===== src/rtl/vec_serializer.sv =====
// Vector-to-element serializer feeding a flagless sync_fifo; mirrors the FIFO count locally.
// Define VEC_SER_MSB_FIRST_EN to issue elements from NUM_ELEM-1 down to 0 instead of 0 upward.
module vec_serializer #(
  parameter int DATA_LEN   = 8,
  parameter int NUM_ELEM   = 4,
  parameter int IDX_WIDTH  = 2,
  parameter int DEPTH      = 8,
  parameter int ADDR_WIDTH = 3
) (
  input  logic                         clk,
  input  logic                         sys_rst_n,
  input  logic                         in_valid,
  output logic                         in_ready,
  input  logic [DATA_LEN*NUM_ELEM-1:0] vec_in,
  output logic                         fifo_wr_en,
  output logic [DATA_LEN-1:0]          fifo_data,
  input  logic                         fifo_rd_en,
  output logic [ADDR_WIDTH:0]          occupancy,
  output logic                         busy
);

  typedef enum logic {
    IDLE  = 1'b0,
    SHIFT = 1'b1
  } state_t;

  localparam logic [IDX_WIDTH-1:0]  LAST_IDX  = IDX_WIDTH'(NUM_ELEM - 1);
  localparam logic [ADDR_WIDTH:0]   DEPTH_OCC = (ADDR_WIDTH + 1)'(DEPTH);
  localparam logic [ADDR_WIDTH+1:0] DEPTH_EXT = (ADDR_WIDTH + 2)'(DEPTH);

  state_t                       state, state_nx;
  logic [IDX_WIDTH-1:0]         idx, idx_nx;
  logic [IDX_WIDTH-1:0]         sel;
  logic [DATA_LEN*NUM_ELEM-1:0] shadow, shadow_nx;
  logic [DATA_LEN-1:0]          elem;
  logic                         wr_nx;
  logic [DATA_LEN-1:0]          data_nx;
  logic [ADDR_WIDTH:0]          occ_nx;
  logic                         space_ok;

  assign in_ready = (state == IDLE);
  assign busy     = (state == SHIFT);

  // Conservative: a write already in flight counts as occupied, a same-cycle read does not free space.
  assign space_ok = ({1'b0, occupancy} + (ADDR_WIDTH + 2)'(fifo_wr_en)) < DEPTH_EXT;

`ifdef VEC_SER_MSB_FIRST_EN
  assign sel = LAST_IDX - idx;
`else
  assign sel = idx;
`endif

  // NOTE: every always_comb output gets a default first, so no path leaves a value unassigned and no latch is inferred.
  always_comb begin
    elem = '0;
    for (int k = 0; k < NUM_ELEM; k++) begin
      if (sel == IDX_WIDTH'(k)) elem = shadow[k*DATA_LEN +: DATA_LEN];
    end
  end

  always_comb begin
    state_nx  = state;
    idx_nx    = idx;
    shadow_nx = shadow;
    wr_nx     = 1'b0;
    data_nx   = '0;
    case (state)
      IDLE: begin
        if (in_valid) begin
          shadow_nx = vec_in;
          idx_nx    = '0;
          state_nx  = SHIFT;
        end
      end
      SHIFT: begin
        if (space_ok) begin
          wr_nx   = 1'b1;
          data_nx = elem;
          if (idx == LAST_IDX) begin
            idx_nx   = '0;
            state_nx = IDLE;
          end else begin
            idx_nx = idx + IDX_WIDTH'(1);
          end
        end
      end
      default: state_nx = IDLE;
    endcase
  end

  // Count rules follow the FIFO: 11 holds, which also covers its empty pass-through case.
  always_comb begin
    occ_nx = occupancy;
    case ({fifo_wr_en, fifo_rd_en})
      2'b10:   if (occupancy != DEPTH_OCC) occ_nx = occupancy + (ADDR_WIDTH + 1)'(1);
      2'b01:   if (occupancy != '0)        occ_nx = occupancy - (ADDR_WIDTH + 1)'(1);
      default: occ_nx = occupancy;
    endcase
  end

  // NOTE: state registers use non-blocking assignments so every flop samples pre-edge values.
  always_ff @(posedge clk or negedge sys_rst_n) begin
    if (!sys_rst_n) begin
      state      <= IDLE;
      idx        <= '0;
      shadow     <= '0;
      fifo_wr_en <= 1'b0;
      fifo_data  <= '0;
      occupancy  <= '0;
    end else begin
      state      <= state_nx;
      idx        <= idx_nx;
      shadow     <= shadow_nx;
      fifo_wr_en <= wr_nx;
      fifo_data  <= data_nx;
      occupancy  <= occ_nx;
    end
  end

endmodule


===== config.mk =====
export PLATFORM = sky130hd
export DESIGN_NAME = vec_serializer
export DESIGN_NICKNAME = d
export VERILOG_FILES = /design/src/rtl/vec_serializer.sv
export SDC_FILE = /design/constraint.sdc
export NUM_CORES = 1
export LEC_CHECK = 0
export CAP_MARGIN = 10
export CORE_ASPECT_RATIO = 0.75
export CORE_MARGIN = 3
export CORE_UTILIZATION = 30
export DETAILED_ROUTE_END_ITERATION = 6
export HOLD_SLACK_MARGIN = 0.03
export PLACE_DENSITY_LB_ADDON = 0.2
export SETUP_SLACK_MARGIN = 0.15
export SLEW_MARGIN = 15
export SYNTH_ARGS = -nofsm -noshare
export SYNTH_HDL_FRONTEND = slang
export SYNTH_SLANG_ARGS = --single-unit

===== constraint.sdc =====
create_clock -name clk -period 1.5 [get_ports clk]
set_input_delay 0.15 -clock clk [delete_from_list [all_inputs] [get_ports clk]]
set_output_delay 0.15 -clock clk [all_outputs]
set_load 0.02 [all_outputs]

Word level (Yosys, flattened, before mapping)
Cells that the tools add are included.

storage, ports and cells
  flip-flop bits (word level) = 48
  latch bits = 0
  RAM bits = 0
  ROM bits = 0
  input port bits = 36
  output and inout port bits = 15
  word-level logic and storage cells = 47
  memories kept = 0

cells by class
  $add $sub $neg = 4
  $mul = 0
  divide/modulo/power cells = 0
  magnitude comparators = 1
  equality and inequality tests = 10
  shifts and indexed selects = 0
  mux-type cells = 19
  bitwise gates (word level) = 1
  reductions and logical operators = 6

operator list
  kind                 count
  $mux 8               6
  $mux 4               2
  $pmux 4 s2           1
  $eq 2x2->1 const B   3
  $mux 2               3
  $ne 2x2->1 const B   3
  $add 4x1->5          1
  $lt 5x4->1 const B   1
  $mux 1               5
  $add 4x1->4 const B  1
  $eq 2x1->1 const B   2
  $ne 4x4->1 const B   1
  $pmux 2 s2           1
  $reduce_and 2->1     2
  $reduce_bool 4->1    1
  $sub 4x1->4 const B  1
  $reduce_and 3->1     1
  $add 2x1->2 const B  1
  $logic_not 2->1      1
  $ne 2x1->1 const B   1
  $pmux 1 s2           1
  $reduce_bool 2->1    1
  $not 1->1            1

Logic depth before layout (Yosys ltp)
  depth in word-level cells = 7
  mapped depth = 8
  depth with buffers taken out = 8

Least setup slack after synthesis
No wires, ideal clock.

  path kind = reg-to-reg
  start point = reg fifo_wr_en
  end point = reg occupancy[2]
  library setup time = 0.133 ns
  arrival = 1.591 ns
  required time = 1.367 ns
  slack = -0.225 ns
  stages on the path, launching flop included = 9
  buffers on the path = 0
  clock period less this slack = 1.725 ns
  cells stage by stage = dfrtp_1 > inv_1 > ha_1 > xor2_1 > ha_1 > a21oi_1 > xnor2_1 > nand2_1 > xnor2_1

on the way
  longest elaborated chain between the ends = 3
  elaborated cells on any way between the ends = 7
  those cells by class = eq/ne (4); mux (1); reduce/logical (2)

ends and longest elaborated chain
  what                                                                     line  RTL
  start, declared                                                          15    output logic fifo_wr_en,
  start signal, assigned                                                   114   fifo_wr_en <= wr_nx;
  $eq 2x1->1 / $eq 2x2->1 (equally long branches)                          94    case ({fifo_wr_en, fifo_rd_en})
  $ne 2x2->1 (no source line) / $reduce_bool 2->1 (equally long branches)  --
  $reduce_and 3->1 (no source line)                                        --
  end signal, assigned                                                     116   occupancy <= occ_nx;
  end, declared                                                            18    output logic [ADDR_WIDTH:0] occupancy,

Several ways; a longest one is shown, not always the timed one.
A chain may end at the register's enable or synchronous reset.

Worst setup path in the final report
  start point = reg idx[1]
  end point = reg fifo_data[3]

on the way
  longest elaborated chain between the ends = 7
  elaborated cells on any way between the ends = 10
  those cells by class = eq/ne (3); mux (6); reduce/logical (1)

ends and longest elaborated chain
  what                    line  RTL
  start, declared         32    logic [IDX_WIDTH-1:0] idx, idx_nx;
  start signal, assigned  112   idx <= idx_nx;
  $logic_not 2->1         57    if (sel == IDX_WIDTH'(k)) elem = shadow[k*DATA_LEN +: DATA_LEN];
  $mux 8 (3 in series)    57
  $mux 8 (*)              57
  $mux 8 (*)              76    if (space_ok) begin
  $mux 8 (*)              67    case (state)
  named net data_nx[3]    37    logic [DATA_LEN-1:0] data_nx;
  end signal, assigned    115   fifo_data <= data_nx;
  end, declared           16    output logic [DATA_LEN-1:0] fifo_data,

Mark *: on every way through the listed nets, which the timed path passes. The rest lies on a longest branch.

==> metrics.txt <==
final worst path period need=between 1 and 1.5 ns; CP Capture Type=flop; vias in the first global route=roughly 1800; Static Leak=about 1.6 nW; initial antenna violation count=0; Diodes inserted=0; Vias/cell=~4.4; DRC Markers=0; port bufs=50; Area Growth Syn to Fin=51.0%; Detailed Route WL=about 5.4 mm; highest clock rate=roughly 670 MHz; max incr delay on CP=~0.4 ns; TritonCTS Sinks=48; largest net degree at the start of global routing=42; Yosys warning count=0; fin crit share=99.4%; crit-path cells=inv_2 > ha_4 > nor2b_4 > buf_12 > a221oi_2 > a211o_1 > a21oi_2; count of maximum capacitance violations=0; DRT antenna net count=0; Placer Congestion=a little over 0.7; most frequent cells in the layout=nand2_1 (93), dfrtp_1 (43), clkdlybuf4s50_1 (33), buf_4 (23), dlygate4sd2_1 (14); DRT met1 WL=around 2.7 mm; Worst slew margin=roughly 78%; met3 wire len=220 um; kind of critical path=reg -> reg; Tot Pwr=about 6.8 mW; Hold WC Path Type=in -> async; WL met2=about 2.4 mm; FF+latch area=between 1000 and 1500 um2; Area contributors post-synth=dfrtp_1 (54%), nand2_1 (16%), ha_1 (4.5%); DIE WIDTH=105 um; CP startpoint kind=flop; Netlist cell types=28; Num CTS Buffers=5; first-pass GRT wire length=approximately 8.8 mm; Syn Area/Cell=9.31 um2; FILL cells=slightly below 700; RSZ-0062 raised after global routing=true; slowest cell on the critical path=dfrtp_1; Worst Path Max Fanout=6; Initial Util=about a third; WP data required=1.73 ns; Tot GR Track Use=between 10% and 20%; core box area=~7000 um2; gr ovfl total=0; post-synth top area share=about 54%; Mapped Cells=237; Max VDD drop=0.671 mV; Hold Violations, Final=0; measured slew at the worst slew-check pin=about 0.34 ns; share of layout cells above drive strength 1=about a quarter; Bufs on Longest Clock Path=2; Worst Setup Slack, final=around 0.0086 ns; Worst-path clk slew=about 0.09 ns; Nets=~360; CTS tree=done; full die area=8430 um2; Die H=~80 um; Placement Rows=26; clk_lat worst skew=0.30 ns; Pre-antenna DRT Iters=4; register area share after synthesis=a little over half; Setup WS pre-CTS=-0.266 ns; # setup viols final=0; outcome=finished, final reports clean; syn nets=281; wire per inst=13.2 um; multi-input logic area=~1100 um2; WP buf/inv=2; DR iter-0 viols=88; crit path DAT=1.72 ns; # IOs=roughly 50; H-tree depth=2; root buf cell=clkbuf_8; family with the most delay on the worst path=compound AO/OA/AOI/OAI gates; post-synthesis register bit count=48; Mapped Area=between 2000 and 2500 um2; most common cell after layout, fill and taps aside=nand2_1; Pwr per Cell Area=just over 2000 nW/um2; Final Skew=0.0106 ns; Final HPWL DP=about 3.7 mm; highest metal used=met4; top cell type by total area after synthesis=dfrtp_1; Via Count=about 1800; hold_ws=between 0.3 and 0.4 ns; max-slew violations=0
[area by class of cell]
class                   instances  share of cell area [%]
inverters                      14                    1.73
well taps                      98                    3.68
clock buffers                   6                    2.18
repair buffers                 82                    22.9
clock inverters                 2                    1.05
flip-flops and latches         48                    36.2
multi-input cells             161                    32.3
[report_power, final]
group | switching, mW | internal (mW) | total, mW
sequential | 0.456 | 1.89 | 2.35
combinational | 1.76 | 1.80 | 3.56
clock | 0.429 | 0.495 | 0.924
total | 2.65 | 4.19 | 6.83
[path summary, 6_finish.rpt]
check / startpoint / endpoint / slack [ns] / depth (start not counted)
worst max-delay path: idx[1]$_DFFE_PN0P_ / fifo_data[3]$_DFF_PN0_ / 0.009 / 7
worst min-delay path: sys_rst_n / shadow[31]$_DFFE_PN0P_ / 0.36 / 3
worst max register to register: idx[1]$_DFFE_PN0P_ / fifo_data[3]$_DFF_PN0_ / 0.009 / 7
worst min register to register: shadow[29]$_DFFE_PN0P_ / shadow[29]$_DFFE_PN0P_ / 0.48 / 2
max in group asynchronous: sys_rst_n / occupancy[0]$_DFFE_PN0P_ / 0.85 / 3
min in group clk: vec_in[10] / shadow[10]$_DFFE_PN0P_ / 0.36 / 3
[Yosys cell counts]
library cell / n
mux2_2: 2
nor2b_4: 1
nand2_1: 94
nor3_1: 2
xor2_1: 1
buf_2: 9
buf_4: 1
buf_6: 3
o31ai_1: 2
o2bb2ai_1: 1
nand3_1: 2
nor2_1: 2
a211o_1: 7
clkbuf_1: 1
nand3b_1: 1
ha_1: 8
o21ai_1: 1
a221oi_1: 7
nand4_1: 1
o21ai_0: 10
xnor2_1: 3
a21oi_2: 1
a21oi_1: 11
nand4bb_1: 1
dfrtp_1: 48
a22oi_1: 1
inv_1: 14
nor2b_1: 2
[logic make-up after synthesis]
group                    after synthesis  share of synthesized area, %
AND/OR/NAND/NOR                      106                          19.6
flip-flops                            48                          54.5
AO/OA/AOI/OAI                         41                          12.4
buffers and inverters                 28                          6.47
adder cells (fa/ha/maj)                8                          4.54
XOR/XNOR                               4                          1.59
multiplexers                           2                          1.02
[state kept, by name, indices dropped and copies added (netlist names)]
signal	cells
shadow	32
fifo_data	8
occupancy	4
idx	2
busy	1
fifo_wr_en	1
[what timing repair did]
| action | 4_1_cts | 5_1_grt |
|---|---|---|
| buffers inserted | 7 | 1 |
| endpoints found under the setup margin | 27 | 17 |
| hold buffers | 1 | 0 |
| hold endpoints to repair | 48 | 0 |
| gates resized for setup | 46 | 15 |
| pin swaps | 10 | 4 |
[layer usage]
metal	vias to the layer above	global-route usage, %
met5	-	0
met4	0	3.93
met3	8	3.21
met2	35	20.8
met1	845	18.3
li1	919	-
[tightest hold or removal path: stages]
cell and delay, ns:
dlygate4sd3_1 0.52, buf_2 0.10, buf_4 0.29
[through the flow]
stage / instances / utilization (%) / cell area (um2) / setup TNS, ns
2_1_floorplan: 237 / - / 2280 / -0.0201
3_3_place_gp: 394 / 43.2 / 3010 / -0.800
3_5_place_dp: 394 / 43.2 / 3010 / -0.989
4_1_cts: 410 / 47.1 / 3280 / 0
5_1_grt: 411 / 47.9 / 3330 / -0.380
6_report: 411 / 47.9 / 3330 / 0
Power figures use the tool's default switching activity.
